<file path="src/rtl/fetch_branch_control.sv">
// fetch_branch_control
// Control stage sitting directly in front of the program counter. It decodes
// the instruction at the current PC, resolves the conditional branch that has
// reached slot 2 of a private two-slot shadow pipeline, and drives the PC's
// increment/load controls, the pipeline flush, the halt flag and a saturating
// count of taken redirects.
//
// The shadow slots advance on every edge, in step with the PC's PC_D1/PC_D2
// delay registers:
//   s2 <= s1 (invalidated when Flush is high)
//   s1 <= {fetch_valid, Instr[15:12], Instr[7:0]}
//
// State is exposed on debug_state (IDLE=0, RUN=1, DRAIN=2, HALT=3), so
// checkers can observe the FSM directly.
module fetch_branch_control (
    input  logic        clk,
    input  logic        reset,
    input  logic        Start,
    input  logic [15:0] Instr,
    input  logic        Zero_Flag,
    output logic        Enable_PC,
    output logic        Update_PC,
    output logic [7:0]  New_Address,
    output logic        Flush,
    output logic        Halted,
    output logic [7:0]  Taken_Count,
    output logic [1:0]  debug_state
);

    typedef enum logic [1:0] {
        ST_IDLE  = 2'd0,
        ST_RUN   = 2'd1,
        ST_DRAIN = 2'd2,
        ST_HALT  = 2'd3
    } state_t;

    typedef struct packed {
        logic       valid;
        logic [3:0] opcode;
        logic [7:0] target;
    } slot_t;

    localparam logic [3:0] OP_JMP = 4'hC;
    localparam logic [3:0] OP_BEQ = 4'hD;
    localparam logic [3:0] OP_BNE = 4'hE;
    localparam logic [3:0] OP_HLT = 4'hF;

    state_t     state;
    state_t     next_state;
    slot_t      s1;
    slot_t      s2;

    logic [3:0] fetch_op;
    logic [7:0] fetch_target;
    logic       fetch_valid;
    logic       s2_taken;

    // Instr[11:8] carries nothing this stage cares about.
    logic       unused_instr_bits;

    assign fetch_op          = Instr[15:12];
    assign fetch_target      = Instr[7:0];
    assign unused_instr_bits = ^Instr[11:8];
    assign debug_state       = state;

    // A slot only redirects when it is valid: flushed or bubble slots keep
    // their opcode bits but must never be acted on.
    always_comb begin
        s2_taken = 1'b0;
        if (s2.valid) begin
            if (s2.opcode == OP_BEQ) begin
                s2_taken = Zero_Flag;
            end else if (s2.opcode == OP_BNE) begin
                s2_taken = ~Zero_Flag;
            end
        end
    end

    // Next-state and PC controls. The resolved branch in s2 outranks anything
    // at fetch (JMP or HLT), since it kills the fetch slot anyway.
    always_comb begin
        next_state  = state;
        Enable_PC   = 1'b0;
        Update_PC   = 1'b0;
        New_Address = 8'h00;
        Flush       = 1'b0;
        case (state)
            ST_IDLE: begin
                if (Start) begin
                    next_state = ST_RUN;
                end
            end
            ST_RUN: begin
                if (s2_taken) begin
                    Update_PC   = 1'b1;
                    New_Address = s2.target;
                    Flush       = 1'b1;
                end else if (fetch_op == OP_JMP) begin
                    Update_PC   = 1'b1;
                    New_Address = fetch_target;
                end else if (fetch_op == OP_HLT) begin
                    // PC holds on the HLT while the older slot drains.
                    next_state = ST_DRAIN;
                end else begin
                    Enable_PC = 1'b1;
                end
            end
            ST_DRAIN: begin
                // The instruction that was in s1 at the HLT is now in s2; a
                // taken branch there cancels the halt.
                if (s2_taken) begin
                    Update_PC   = 1'b1;
                    New_Address = s2.target;
                    Flush       = 1'b1;
                    next_state  = ST_RUN;
                end else begin
                    next_state = ST_HALT;
                end
            end
            ST_HALT: begin
                next_state = ST_HALT;
            end
            default: begin
                next_state = ST_IDLE;
            end
        endcase
    end

    // Only a RUN-state fetch that survives the flush and is not HLT enters
    // the shadow pipeline as a real instruction.
    assign fetch_valid = (state == ST_RUN) && !Flush && (fetch_op != OP_HLT);

    // State register.
    always_ff @(posedge clk or posedge reset) begin
        if (reset) begin
            state <= ST_IDLE;
        end else begin
            state <= next_state;
        end
    end

    // Shadow pipeline: advances every edge, flush kills the s1 occupant.
    always_ff @(posedge clk or posedge reset) begin
        if (reset) begin
            s1 <= '0;
            s2 <= '0;
        end else begin
            s2 <= {s1.valid & ~Flush, s1.opcode, s1.target};
            s1 <= {fetch_valid, fetch_op, fetch_target};
        end
    end

    // Halted mirrors the registered HALT state.
    always_ff @(posedge clk or posedge reset) begin
        if (reset) begin
            Halted <= 1'b0;
        end else begin
            Halted <= (next_state == ST_HALT);
        end
    end

    // Every redirect counts once; the counter sticks at 8'hFF.
    always_ff @(posedge clk or posedge reset) begin
        if (reset) begin
            Taken_Count <= 8'h00;
        end else if (Update_PC && (Taken_Count != 8'hFF)) begin
            Taken_Count <= Taken_Count + 8'd1;
        end
    end

endmodule

</file>
<file path="config.mk">
export PLATFORM = sky130hd
export DESIGN_NAME = fetch_branch_control
export DESIGN_NICKNAME = d
export VERILOG_FILES = /design/src/rtl/fetch_branch_control.sv
export SDC_FILE = /design/constraint.sdc
export NUM_CORES = 1
export LEC_CHECK = 0
export CAP_MARGIN = 20
export CORE_MARGIN = 4
export CORE_UTILIZATION = 55
export DETAILED_ROUTE_END_ITERATION = 8
export DONT_BUFFER_PORTS = 1
export HOLD_SLACK_MARGIN = 0.05
export PLACE_DENSITY_LB_ADDON = 0.1
export SYNTH_ARGS = -nofsm -noshare
export SYNTH_HDL_FRONTEND = slang
export SYNTH_SLANG_ARGS = --single-unit
</file>
<file path="constraint.sdc">
create_clock -name clk -period 3.5 [get_ports clk]
set_input_delay 0.35 -clock clk [delete_from_list [all_inputs] [get_ports clk]]
set_output_delay 0.35 -clock clk [all_outputs]
set_load 0.05 [all_outputs]
</file>
* Word-level counts from Yosys, hierarchy flattened *
Index checks and enable logic that the tools add are counted.

operators by class
  add/subtract/negate cells = 1
  equality and inequality tests = 10
  muxes and demuxes = 22
  bitwise gates (word level) = 3
  reduce and logical (&&, ||, !) cells = 6

operators by type and width
  operator                                       number
  2-to-1 mux 8 bit                               3
  == test 4 bit, second input constant           4
  one-hot mux 8 bit (2 select lines)             1
  2-to-1 mux 1 bit                               11
  2-to-1 mux 2 bit                               5
  adder 8 x 1 -> 8 bit, second input constant    1
  inequality test 8 bit, second input constant   1
  one-hot mux 2 bit (4 select lines)             1
  == test 2 bit, second input constant           3
  inequality test 4 bit, second input constant   1
  logical AND 1 bit                              3
  == test 2 x 1 -> 1 bit, second input constant  1
  zero test 2 bit                                1
  inverter 1 bit                                 2
  one-hot mux 1 bit (2 select lines)             1
  OR reduction 2 bit                             1
  bitwise AND 1 bit                              1
  zero test 1 bit                                1

word-level totals
  flip-flop bits (word level) = 37

* Depth between registers and ports, before layout *
  depth after elaboration = 9
  mapped depth = 8

* Worst setup path before layout *
OpenSTA, ideal clock, no wires.

  path type = reg2out
  from = register state[1] (netlist: debug_state[1])
  to = output New_Address[0]
  arrival time = 2.307 ns
  required time = 3.150 ns
  setup slack = 0.843 ns
  stages on the path, launching flop included = 7
  buffers on the path = 0
  cells stage by stage = dfrtp_1 -> inv_1 -> ha_1 -> nand2_1 -> a211oi_4 -> o22ai_2 -> nor2_1

on the way
  longest elaborated chain between the ends = 2
  elaborated cells on any way between the ends = 3

RTL lines
  what                                                            RTL line  RTL
  from (decl)                                                     48        state_t state;
  from (signal assigned)                                          138       state <= next_state;
  == test 2 bit / == test 2 x 1 -> 1 bit (equally long branches)  87        case (state)
  one-hot mux 8 bit (2 select lines) (*)                          87
  to (decl)                                                       23        output logic [7:0] New_Address,

Every way passes the cells marked *; elsewhere a longest branch is shown, timed or not.

* Worst setup path after layout *
  from = register state[1] (netlist: debug_state[1])
  to = output New_Address[3]

Same word-level chain as after synthesis.

==> results.json <==
{
  "first_global_vias": 995,
  "synth_flop_cell": "dfrtp_1",
  "yosys.area.top_type": "dfrtp_1",
  "p_leak_nw": 0.8362,
  "die_y_um": 60.40,
  "path_class": "reg -> out",
  "cp_top_family": "flip-flops",
  "critPathLaunch": "debug_state[1]$_DFF_PP0_",
  "first_pass_iters": 4,
  "syn_to_final_growth_pct": 20.38,
  "clk_pin_slew_ns": 0.10,
  "numCtsBuffers": 5,
  "cp-start-kind": "register",
  "synthMostInstantiatedCell": "dfrtp_1",
  "cts_sinks": 37,
  "cpPeakStageDelay_ns": 0.72,
  "rows": 18,
  "synth_top_area_frac": 0.6131,
  "cts_max_level": 2,
  "hold_path.class": "in -> reg",
  "die-area_um2": 3648,
  "synth_seq_area_share": 0.6131,
  "drc_errors": 0,
  "max-vdd-ir-drop_uv": 371.5,
  "slew_viol_final": 0,
  "fin_nets": 169,
  "antenna_found_initial": 0,
  "tightest_slew_ns": 0.6063,
  "p_per_area_nw_per_um2": 412.3,
  "dp.final_hpwl_um": 1915,
  "critPathBufInv": 2,
  "fmax_mhz": 342.8,
  "synth_top_family_by_area": "simple AND/OR/NAND/NOR gates",
  "core_um2": 2545,
  "cp_max_fo": 9,
  "yosysUniqueCellTypes": 35,
  "wl_um": 2797,
  "wire_per_inst_um": 16.07,
  "via_per_inst": 5.362,
  "final_util": 0.7144,
  "crit_arrival_ns": 2.57,
  "status": "complete, no violations",
  "synth-edff-count": 0,
  "synthMuxAreaShare": 0.06048,
  "antenna_cells": 0,
  "clock_skew_ns": 0.003711,
  "period_needed_ns": 2.917,
  "synth-compound-area-share": 0.09196,
  "start_util": 0.5934,
  "cts_setup_buffers": 0,
  "routed-via-count": 933,
  "crit_end": "New_Address[3]",
  "crit_chain": "inv_1 > ha_1 > nand2_1 > a211oi_4 > o22ai_2 > nor2_1 > buf_4",
  "rrSetupSlack_ns": 0.89,
  "initialDrtViolationCount": 45,
  "path_depth": 7,
  "synthesis.instances": 115,
  "crit_slowest_cell": "dfrtp_1",
  "holdPathStages": 2,
  "ys_top_cells_by_area": "dfrtp_1 61%, mux2i_1 5.3%, ha_1 4.1%",
  "io_pins": 42,
  "synth_area_um2": 1510,
  "ys_seq_elements": 37,
  "ff2ff_path_depth": 7,
  "clk_path_buf_depth": 2,
  "cts_tree": "yes",
  "yosys.area_share.adder": 0.04143,
  "gr-usage-all-layers": 0.1736,
  "grt_max_degree": 38,
  "setup_viol_count_final": 0,
  "fin_crit_sh": 0.8335,
  "die_x_um": 60.40,
  "synth_simple_gate_area_share": 0.1442,
  "layout-drive-gt1-share": 0.1875,
  "avgSynthCellArea_um2": 13.13,
  "grt_pass1_wl_um": 4574,
  "yosys_warnings": 0,
  "port_buffers": 0,
  "synth-async-reset-ratio": 1.000,
  "worstPathRequired_ns": 3.15,
  "cts.root.buffer_cell": "clkbuf_4",
  "ant_nets": 0,
  "gp_congestion": 0.8005,
  "rsz0062_at_grt": "false",
  "grt_overflow": 0,
  "synthTopCellsByCount": "37 x dfrtp_1, 13 x nor2_1, 8 x mux2i_1",
  "r2r-start": "debug_state[0]$_DFF_PP0_",
  "slew_headroom": 0.5958,
  "reg2reg_to": "Taken_Count[2]$_DFFE_PP0P_",
  "hold_viol": 0,
  "final.setup.tns_ns": 0,
  "clk_latency_ns": 0.33,
  "syn_nets": 140,
  "synthXorXnorAreaFrac": 0.02900,
  "max_cap_violations": 0,
  "endpoint_kind": "primary output"
}
-- cell type report --
class | count | area, um2
Tap cell | 30 | 37.54
Timing Repair Buffer | 23 | 205.2
Clock buffer | 5 | 37.54
Sequential cell | 37 | 925.9
Multi-Input combinational cell | 71 | 554.3
Fill cell | 181 | 726.9
Clock inverter | 2 | 35.03
Inverter | 6 | 22.52
-- worst min-delay path by stage --
stage	startpoint	end	slack (ns)
floorplan	s1[0]$_DFF_PP0_	s2[0]$_DFF_PP0_	0.33
global placement	s1[11]$_DFF_PP0_	s2[11]$_DFF_PP0_	0.33
detailed placement	s1[0]$_DFF_PP0_	s2[0]$_DFF_PP0_	0.33
CTS	Start	debug_state[1]$_DFF_PP0_	0.20
global route	Start	debug_state[1]$_DFF_PP0_	0.20
finish	Start	debug_state[1]$_DFF_PP0_	0.22
-- where the power goes --
group / switching, mW / leakage [nW] / internal, mW
Combinational: 0.0136 / 0.349 / 0.0139
Clock: 0.132 / 0.0410 / 0.145
Sequential: 0.00408 / 0.446 / 0.441
-- worst register-to-register path, stage by stage, from the launching register on --
cell	delay (ns)
dfrtp_1	0.74
inv_1	0.16
ha_1	0.36
and2_1	0.22
o22ai_2	0.38
inv_2	0.25
and2_1	0.22
o22a_1	0.17
-- state kept, by name, summed over array words and instances (netlist names) --
| register | count |
|---|---|
| s1 | 13 |
| s2 | 13 |
| Taken_Count | 8 |
| debug_state | 2 |
| Halted | 1 |
-- repair_timing --
action,CTS,global route
hold endpoints to repair,49,0
resized for setup,0,0
hold buffers,13,0
-- cells in the final DEF, fill, tap and decap left out, drive strengths merged, types with 2 or more instances in the layout --
cell         Yosys  layout
nor3             4       4
clkbuf           0       5
ha               5       5
mux2i            8       8
nor2            13      13
inv              6       6
dlygate4sd3      0      13
o21ai            2       2
dfrtp           37      37
xor2             4       4
a21oi            2       2
nand3            5       5
nand2            6       6
buf              1      10
and2             4       4
-- per-stage QoR --
stage	power [mW]	setup WS (ns)	cells	hold WS (ns)	cell area (um2)
after floorplan	0.4648	0.8429	115	0.3312	1510
after global placement	0.4690	0.9683	154	0.3325	1615
after detailed placement	0.4702	0.8994	154	0.3347	1615
after CTS	0.7589	0.5694	174	0.1966	1818
after global routing	0.7790	0.4259	174	0.2046	1818
final	0.7495	0.5827	174	0.2153	1818
-- kinds of logic after synthesis --
family          after synthesis
compound gates               13
xor+xnor                      5
fa+ha+maj                     5
buf+inv                       7
flops                        37
mux                           9
simple gates                 39
-- routing by layer --
| metal | vias to the layer above | global-route usage | wire length [um] |
|---|---|---|---|
| met4 | 0 | 0.05063 | 24 |
| met3 | 2 | 0.07021 | 182 |
| met1 | 454 | 0.2014 | 1125 |
| li1 | 451 | - | - |
| met5 | - | 0 | 0 |
| met2 | 26 | 0.2963 | 1464 |
No activity file was read; power rests on OpenSTA's default activity.
